### src/rtl/icape2_responder.sv
`default_nettype none
// ============================================================================
//  Module      : icape2_responder
//  Description : Behavioural stand-in for the 7-series ICAPE2 primitive.
//                Decodes the configuration word stream (dummy, sync, NOOP,
//                Type1/Type2 read and write packets, DESYNC) into a 32x32
//                register file and returns readback words. An IPROG command
//                raises a pulse instead of reconfiguring the device.
//
//  Ports       : i_clk     - ICAP clock, rising edge
//                i_reset   - synchronous active-high reset
//                i_csib    - active-low select
//                i_rdwrb   - 1 = read cycle, 0 = write cycle
//                i_data    - config word, bits reversed within each byte
//                o_data    - readback word, bits reversed within each byte
//                o_synced  - sync word seen, no DESYNC since
//                o_iprog   - one-cycle pulse on CMD <= IPROG
//                o_wbstar  - current WBSTAR register contents
//                o_err     - sticky protocol error flag
//
//  Options     : `define ICAP_RESP_TYPE2_EN to accept Type2 packet headers
//                (they reuse the last Type1 address). Without it every
//                Type2 header is flagged as an error and ignored.
//
//  Revision    : 1.0 - initial release
// ============================================================================
module icape2_responder #(
    parameter logic [31:0] IDCODE   = 32'h0362D093,
    parameter int unsigned READ_LAT = 3
) (
    input  logic        i_clk,
    input  logic        i_reset,
    input  logic        i_csib,
    input  logic        i_rdwrb,
    input  logic [31:0] i_data,
    output logic [31:0] o_data,
    output logic        o_synced,
    output logic        o_iprog,
    output logic [31:0] o_wbstar,
    output logic        o_err
);

    localparam logic [31:0] c_SYNC        = 32'hAA995566;
    localparam logic [31:0] c_DUMMY       = 32'hFFFFFFFF;
    localparam logic [31:0] c_CMD_IPROG   = 32'h0000000F;
    localparam logic [31:0] c_CMD_DESYNC  = 32'h0000000D;
    localparam logic [4:0]  c_ADDR_CMD    = 5'h04;
    localparam logic [4:0]  c_ADDR_STAT   = 5'h07;
    localparam logic [4:0]  c_ADDR_IDCODE = 5'h0C;
    localparam logic [4:0]  c_ADDR_WBSTAR = 5'h10;
    localparam logic [2:0]  c_LAT         = 3'(READ_LAT);

    typedef enum logic [1:0] {
        S_UNSYNC = 2'd0,
        S_HDR    = 2'd1,
        S_WR     = 2'd2,
        S_RD     = 2'd3
    } state_t;

    // The primitive's data pins are bit-reversed inside each byte.
    function automatic logic [31:0] f_swap(input logic [31:0] d);
        logic [31:0] s;
        for (int b = 0; b < 4; b++) begin
            for (int k = 0; k < 8; k++) begin
                s[8*b+k] = d[8*b+7-k];
            end
        end
        return s;
    endfunction

    state_t      r_state;
    logic [31:0] r_regs [0:31];
    logic [4:0]  r_addr;
    logic [26:0] r_count;
    logic [2:0]  r_lat;
    logic        r_lat_started;
    logic        r_rdwrb_q;

    logic [31:0] w_word;
    logic        w_wr;
    logic        w_rd;
    logic        w_abort;
    logic        w_is_t1;
    logic        w_is_t2;
    logic        w_t2_ok;
    logic        w_pkt_ok;
    logic        w_ignore;
    logic [1:0]  w_op;
    logic [26:0] w_pkt_cnt;
    logic [2:0]  w_lat_cur;
    logic [31:0] w_rd_word;

    assign w_word    = f_swap(i_data);
    assign w_wr      = !i_csib && !i_rdwrb;
    assign w_rd      = !i_csib &&  i_rdwrb;
    // Direction may only change while deselected; a change under select is
    // an aborted transfer. Before sync the stream is ignored entirely.
    assign w_abort   = !i_csib && (i_rdwrb != r_rdwrb_q) && (r_state != S_UNSYNC);
    assign w_is_t1   = (w_word[31:29] == 3'b001);
    assign w_is_t2   = (w_word[31:29] == 3'b010);
    assign w_op      = w_word[28:27];
    assign w_pkt_cnt = w_is_t1 ? {16'd0, w_word[10:0]} : w_word[26:0];
    assign w_ignore  = (w_word == c_DUMMY) || (w_word == c_SYNC);
    assign w_pkt_ok  = w_is_t1 || w_t2_ok;
    assign w_lat_cur = r_lat_started ? r_lat : c_LAT;
    assign o_wbstar  = r_regs[c_ADDR_WBSTAR];

`ifdef ICAP_RESP_TYPE2_EN
    logic r_have_t1;

    assign w_t2_ok = w_is_t2 && r_have_t1;

    always_ff @(posedge i_clk) begin
        if (i_reset) begin
            r_have_t1 <= 1'b0;
        end else if (!w_abort && r_state == S_HDR && w_wr && !w_ignore && w_is_t1) begin
            r_have_t1 <= 1'b1;
        end
    end
`else
    assign w_t2_ok = 1'b0;
`endif

    always_comb begin
        w_rd_word = r_regs[r_addr];
        if (r_addr == c_ADDR_IDCODE) begin
            w_rd_word = IDCODE;
        end else if (r_addr == c_ADDR_STAT) begin
            w_rd_word = {31'd0, o_synced};
        end
    end

    always_ff @(posedge i_clk) begin
        if (i_reset) begin
            r_state       <= S_UNSYNC;
            r_addr        <= '0;
            r_count       <= '0;
            r_lat         <= '0;
            r_lat_started <= 1'b0;
            r_rdwrb_q     <= 1'b0;
            o_data        <= '0;
            o_synced      <= 1'b0;
            o_iprog       <= 1'b0;
            o_err         <= 1'b0;
            for (int i = 0; i < 32; i++) begin
                r_regs[i] <= '0;
            end
        end else begin
            o_iprog   <= 1'b0;
            r_rdwrb_q <= i_rdwrb;
            if (w_abort) begin
                o_err         <= 1'b1;
                r_state       <= S_HDR;
                r_count       <= '0;
                r_lat         <= '0;
                r_lat_started <= 1'b0;
            end else begin
                case (r_state)
                    S_UNSYNC: begin
                        if (w_wr && w_word == c_SYNC) begin
                            r_state  <= S_HDR;
                            o_synced <= 1'b1;
                        end else if (w_rd) begin
                            o_data <= '1;
                        end
                    end
                    S_HDR: begin
                        if (w_wr && !w_ignore) begin
                            if (!w_pkt_ok) begin
                                o_err <= 1'b1;
                            end else begin
                                if (w_is_t1) begin
                                    r_addr <= w_word[17:13];
                                end
                                case (w_op)
                                    2'b01: begin
                                        if (w_pkt_cnt != '0) begin
                                            r_state       <= S_RD;
                                            r_count       <= w_pkt_cnt;
                                            r_lat         <= '0;
                                            r_lat_started <= 1'b0;
                                            o_data        <= '1;
                                        end
                                    end
                                    2'b10: begin
                                        if (w_pkt_cnt != '0) begin
                                            r_state <= S_WR;
                                            r_count <= w_pkt_cnt;
                                        end
                                    end
                                    2'b11:   o_err <= 1'b1;
                                    default: ;
                                endcase
                            end
                        end
                    end
                    S_WR: begin
                        if (w_wr) begin
                            if (r_addr != c_ADDR_IDCODE) begin
                                r_regs[r_addr] <= w_word;
                            end
                            r_count <= r_count - 27'd1;
                            if (r_count == 27'd1) begin
                                r_state <= S_HDR;
                            end
                            if (r_addr == c_ADDR_CMD && w_word == c_CMD_IPROG) begin
                                o_iprog <= 1'b1;
                            end
                            // DESYNC overrides whatever remains of the packet.
                            if (r_addr == c_ADDR_CMD && w_word == c_CMD_DESYNC) begin
                                o_synced <= 1'b0;
                                r_state  <= S_UNSYNC;
                            end
                        end
                    end
                    S_RD: begin
                        // Write cycles here are NOOP padding and are dropped.
                        if (w_rd) begin
                            r_lat_started <= 1'b1;
                            if (w_lat_cur > 3'd1) begin
                                r_lat <= w_lat_cur - 3'd1;
                            end else begin
                                r_lat   <= '0;
                                o_data  <= f_swap(w_rd_word);
                                r_count <= r_count - 27'd1;
                                if (r_count == 27'd1) begin
                                    r_state <= S_HDR;
                                end
                            end
                        end
                    end
                    default: r_state <= S_UNSYNC;
                endcase
            end
        end
    end

endmodule
`default_nettype wire

### config.mk
export PLATFORM = sky130hd
export DESIGN_NAME = icape2_responder
export DESIGN_NICKNAME = d
export VERILOG_FILES = /design/src/rtl/icape2_responder.sv
export SDC_FILE = /design/constraint.sdc
export NUM_CORES = 2
export LEC_CHECK = 0
export CORE_MARGIN = 1.5
export CORE_UTILIZATION = 30
export DETAILED_ROUTE_END_ITERATION = 7
export PLACE_DENSITY = 0.42
export SETUP_SLACK_MARGIN = 0.3
export SLEW_MARGIN = 20
export SYNTH_ARGS = -nofsm -noshare
export SYNTH_HDL_FRONTEND = slang
export SYNTH_SLANG_ARGS = --single-unit
### constraint.sdc
create_clock -name i_clk -period 7.1 [get_ports i_clk]
set_clock_uncertainty 0.1 [all_clocks]
set_input_delay 1.42 -clock i_clk [delete_from_list [all_inputs] [get_ports i_clk]]
set_output_delay 1.42 -clock i_clk [all_outputs]
set_load 0.01 [all_outputs]
* Word level (Yosys, flattened, before mapping) *
Memories as Yosys holds them, arrays and structs flattened. A register that Yosys moved wholly into a read port is not among the register bits.
Cells that the tools add are included.

operators by class
  reduce and logical (&&, ||, !) cells = 33
  add/sub/neg operators = 2
  eq/ne operators = 42
  $lt $le $gt $ge = 1
  div/mod/pow operators = 0
  multipliers = 0
  muxes and demuxes = 70
  shift-type cells = 0
  bitwise operators = 3

operators with widths
  cell                                                                  number
  32-bit two-way mux                                                    11
  27-bit two-way mux                                                    8
  32-bit one-hot mux with 3 select lines                                1
  27-bit one-hot mux with 3 select lines                                1
  32-bit == test, second input constant                                 2
  32-bit by 4-bit == test with 1-bit output, second input constant      2
  32-bit OR reduction                                                   1
  27-bit by 1-bit == test with 1-bit output, second input constant      1
  27-bit nonzero test                                                   1
  27-bit by 1-bit subtractor with 27-bit output, second input constant  1
  1-bit two-way mux                                                     24
  3-bit inequality test, second input constant                          8
  2-bit inequality test, second input constant                          11
  3-bit two-way mux                                                     7
  2-bit two-way mux                                                     10
  9-bit AND reduction                                                   2
  5-bit two-way mux                                                     3
  5-bit by 3-bit == test with 1-bit output, second input constant       2
  10-bit AND reduction                                                  1
  2-bit nonzero test                                                    5
  2-bit == test, second input constant                                  4
  1-bit logical AND                                                     8
  4-bit inequality test, second input constant                          2
  2-bit one-hot mux with 4 select lines                                 1
  other kinds (25)                                                      34

storage, ports and cells
  memories kept = 1
  RAM bits = 1,024
  bits in latches = 0
  bits in read-only memories = 0
  output and inout port bits = 67
  register bits = 74

memory list
  name    depth  width  read ports  clocked after Yosys merged registers in  wr ports  RTL line  source
  r_regs  32     32     2           1                                        32        72        logic [31:0] r_regs [0:31];

* Depth between registers and ports, before layout *
  word-level depth = 9
  depth in mapped cells = 10

* Worst setup path before layout *
OpenSTA, ideal clock, no wires.

  path kind = input to register
  from = input port i_rdwrb
  to = memory r_regs[5][0], enable pin
  data arrival time = 3,525 ps
  buffers on the path = 3
  library setup time = 375 ps
  stages on the path = 8
  slack = 3,100 ps
  cells stage by stage = buf_6 -> or2_1 -> buf_2 -> or4_4 -> or3_1 -> buf_4 -> nor2_2 -> or2_2

RTL lines
  item             RTL line  source
  start, declared  34        input logic i_rdwrb,
  end, declared    72

==> impl_metrics.py <==
metrics = {
    "synthesis": {
        "synth_xor_area_share_pct": 0.0526,
        "synth-compound-area-share_pct": 2.32,
        "synthAdderAreaFrac_pct": 0.175,
        "synth_cell_types": 64,
        "yosysSeqAreaShare_pct": 64.8,
        "synthCells": 3226,
        "synth_ff_type": "edfxtp_1",
        "synth-seq-cells": 1103,
        "synth_simple_gate_area_share_pct": 15.1,
        "synthArstFlopShare_pct": 0,
        "syn_avg_cell_area_sq_um": 15.5,
        "synthMuxAreaShare_pct": 14.8,
        "synth_enable_flop_cells": 1024,
        "synth_top_family_by_area": "simple AND/OR/NAND/NOR gates",
        "synth_area_sq_um": 49900,
        "ys.warnings.count": 0,
    },
    "flow_run": {
        "cap_violations": 0,
    },
    "finish": {
        "area_delta_synth_final_pct": 15.4,
        "seq_area_sq_um": 32300,
        "stdcell_area_sq_um": 57600,
        "final_util_pct": 34.9,
        "layout.nets": 3300,
        "drive_above_1_share_pct": 19.7,
        "num-fill-cells": 15611,
        "multiInputGateArea_sq_um": 16400,
    },
    "floorplanning": {
        "initial_core_util_pct": 30.2,
        "rows": 149,
        "die_h_um": 411,
        "coreArea_sq_um": 165000,
        "dieWidth_um": 411,
        "ios": 103,
        "die_area_sq_um": 169000,
    },
    "worst_setup_path": {
        "reg2reg_setup_slack_ns": 3.18,
        "crit_type": "in -> reg",
        "required_ns": 7.36,
        "r2r_end": "r_regs[21][18]",
        "crit_end": "r_regs[21][18]",
        "path_cells": "clkdlybuf4s50_1, or2_1, or4_4, nor2_2, nand3_1, nor2_2, buf_4, or2_2",
        "r2r_start": "r_state[0]",
        "crit_start": "i_rdwrb",
        "path_max_fanout": 32,
        "crit_path_top_delay_cell": "or2_2",
        "rr_worst_depth": 7,
        "cp_slowest_stage_delay_ns": 0.79,
        "path_buf_inv": 2,
        "arrival_ns": 5.20,
        "critPathCaptureType": "flip-flop",
        "startpoint_type": "primary input",
        "path_depth": 8,
        "cpMostUsedCell": "nor2_2",
        "critPathTopFamily": "simple AND/OR/NAND/NOR gates",
    },
    "routing": {
        "vias": 28343,
        "route.detailed.drc": 24,
        "via_per_inst": 5.09,
        "routedWlPerCell_um": 30.6,
        "drt_iter0_drc": 2945,
        "drtPass1Iterations": 8,
        "detail-route-antenna-nets": 0,
        "wl_mm": 170,
    },
    "cts": {
        "ctsResizeCount": 0,
        "clk_latency_ns": 0.75,
        "holdBufCountCts": 0,
        "clock-sinks": 1103,
        "cts_tree": "yes",
        "cts.htree.levels": 4,
        "cts_root_buffer": "clkbuf_16",
        "cts_buffers": 130,
        "clock_path_buffers": 3,
        "post-cts-setup-buffer-count": 0,
        "clk_pin_slew_worst_paths_ns": 0.06,
    },
    "timing": {
        "setup_tns_ns": 0,
        "fmax_mhz": 202,
        "whs_ns": 0.363,
        "min_period_over_period_pct": 69.6,
        "hold_viol_final": 0,
        "relSlewSlack_pct": 21.4,
        "drv_slew": 0,
        "setup_violations": 0,
        "fin_crit_ns": 4.94,
        "tightest_slew_ns": 1.17,
        "rsz0062_at_grt": "false",
    },
    "status": {
        "status": "complete, but fails checks",
        "violations": "design-rule violations",
    },
    "placement": {
        "place.gp.congestion": 0.840,
        "io_buffers": 102,
        "dp_hpwl_mm": 104,
        "place_area_sq_um": 53300,
    },
    "pwr": {
        "swShare_pct": 22.2,
        "power_frac_comb_pct": 5.2,
        "power.internal_mw": 11.6,
        "p_seq_share_pct": 49.5,
        "power_density_nw_per_um2": 260,
        "p_switching_mw": 3.33,
        "clkPwrFrac_pct": 45.3,
        "p_leak_nw": 19.9,
        "power.total_mw": 15.0,
        "max-vdd-ir-drop_uv": 189,
    },
    "global_route": {
        "overflow": 0,
        "grt_max_degree": 122,
        "grt_pass1_wl_mm": 233,
        "first_global_vias": 28462,
        "grt_usage_pct": 20.0,
        "antenna_found_initial": 31,
    },
    "hold_path": {
        "holdCritPathClass": "reg -> reg",
        "min_from": "o_data[24]",
    },
}
## Yosys cell counts, drive strengths merged (5+ instances only)
cell type	instances	area share [%]
a211oi	31	0.47
a21oi	31	0.31
a31oi	6	0.075
a32o	5	0.10
and2	905	11
and3	39	0.49
buf	47	0.47
clkbuf	269	2.0
dfxtp	79	3.2
edfxtp	1024	62
ha	7	0.18
inv	29	0.22
mux2i	19	0.38
mux4	320	14
nand2	51	0.38
nand2b	9	0.11
nand3	17	0.17
nand4	11	0.14
nor2	65	0.54
nor2b	8	0.10
nor3	77	0.77
nor4	15	0.22
o211a	12	0.24
o21a	5	0.075
o21ai	24	0.24
o22ai	30	0.38
or2	34	0.43
or3	6	0.075
or4	5	0.083
## how the worst min path moves through the flow
stage,end,slack [ns],cells past startpoint
finish,o_data[24],0.36,2
global route,o_data[14],0.39,2
CTS,o_data[13],0.36,2
detailed placement,o_data[25],0.35,2
global placement,o_data[27],0.34,2
floorplan,r_count[18],0.34,1
## worst reg2reg max path, cell delays in order, from the launching register on
cell      delay (ns)
dfxtp_1         0.40
nand2b_1        0.33
or4_4           0.50
nor2_2          0.36
nand3_1         0.47
nor2_2          0.22
buf_4           0.34
or2_2           0.80
## final cells by class
| cell class | count | area share [%] |
|---|---|---|
| clock inverter | 48 | 0.873 |
| sequential | 1103 | 56.1 |
| tap | 2189 | 4.75 |
| antenna | 19 | 0.0825 |
| inverter | 29 | 0.189 |
| multi-input combinational | 1809 | 28.5 |
| timing repair buffer | 184 | 2.88 |
| clock buffer | 184 | 6.55 |
## stage by stage
stage	setup slack (ns)	cells
after floorplan	3.10	3257
after CTS	2.20	5546
after global placement	1.44	5314
after global routing	2.04	5546
final	2.16	5565
after detailed placement	1.39	5314
## power groups by stage
stage          registers, mW  logic [mW]  clock network, mW
2_1_floorplan           7.51       0.334                  0
5_1_grt                 7.43       0.810               7.14
3_5_place_dp            7.55       0.781                  0
6_report                7.41       0.772               6.77
4_1_cts                 7.41       0.783               6.91
3_3_place_gp            7.54       0.775                  0
## registers in the layout (all words and copies together), names as in the netlist, named ones only
register,count
o_iprog,1
r_lat_started,1
r_regs,1024
r_count,27
o_data,32
r_state,2
r_addr,5
r_rdwrb_q,1
o_synced,1
r_lat,3
o_err,1
## logic make-up after synthesis
family,count (synthesis)
adders and majority gates,7
and+or+nand+nor,1258
xor gates and xnor gates,3
AOI/OAI and AO/OA,170
buffers and inverters,345
muxes,339
other,1
DFF,1103
## layout by cell type, fill, tap and decap left out, drive strengths merged, types with 15 or more instances in the layout
cell type and count:
buf 85, diode 19, conb 32, mux2i 19, clkinv 35, mux4 320
nor4 15, inv 31, nor3 77, o21ai 24, and2 905, nand3 17
dfxtp 79, a211oi 31, clkdlybuf4s50 99, clkbuf 184, a21oi 31, nor2 65
nand2 51, o22ai 30, and3 39, or2 34, edfxtp 1024
## per-layer routing
metal | global-route usage (%) | part of all wire (%)
met5 | 0 | 0
met4 | 4.39 | 1.7
met3 | 3.98 | 7.1
met2 | 30.0 | 45
met1 | 29.7 | 47
No activity file was read; power rests on OpenSTA's default activity.
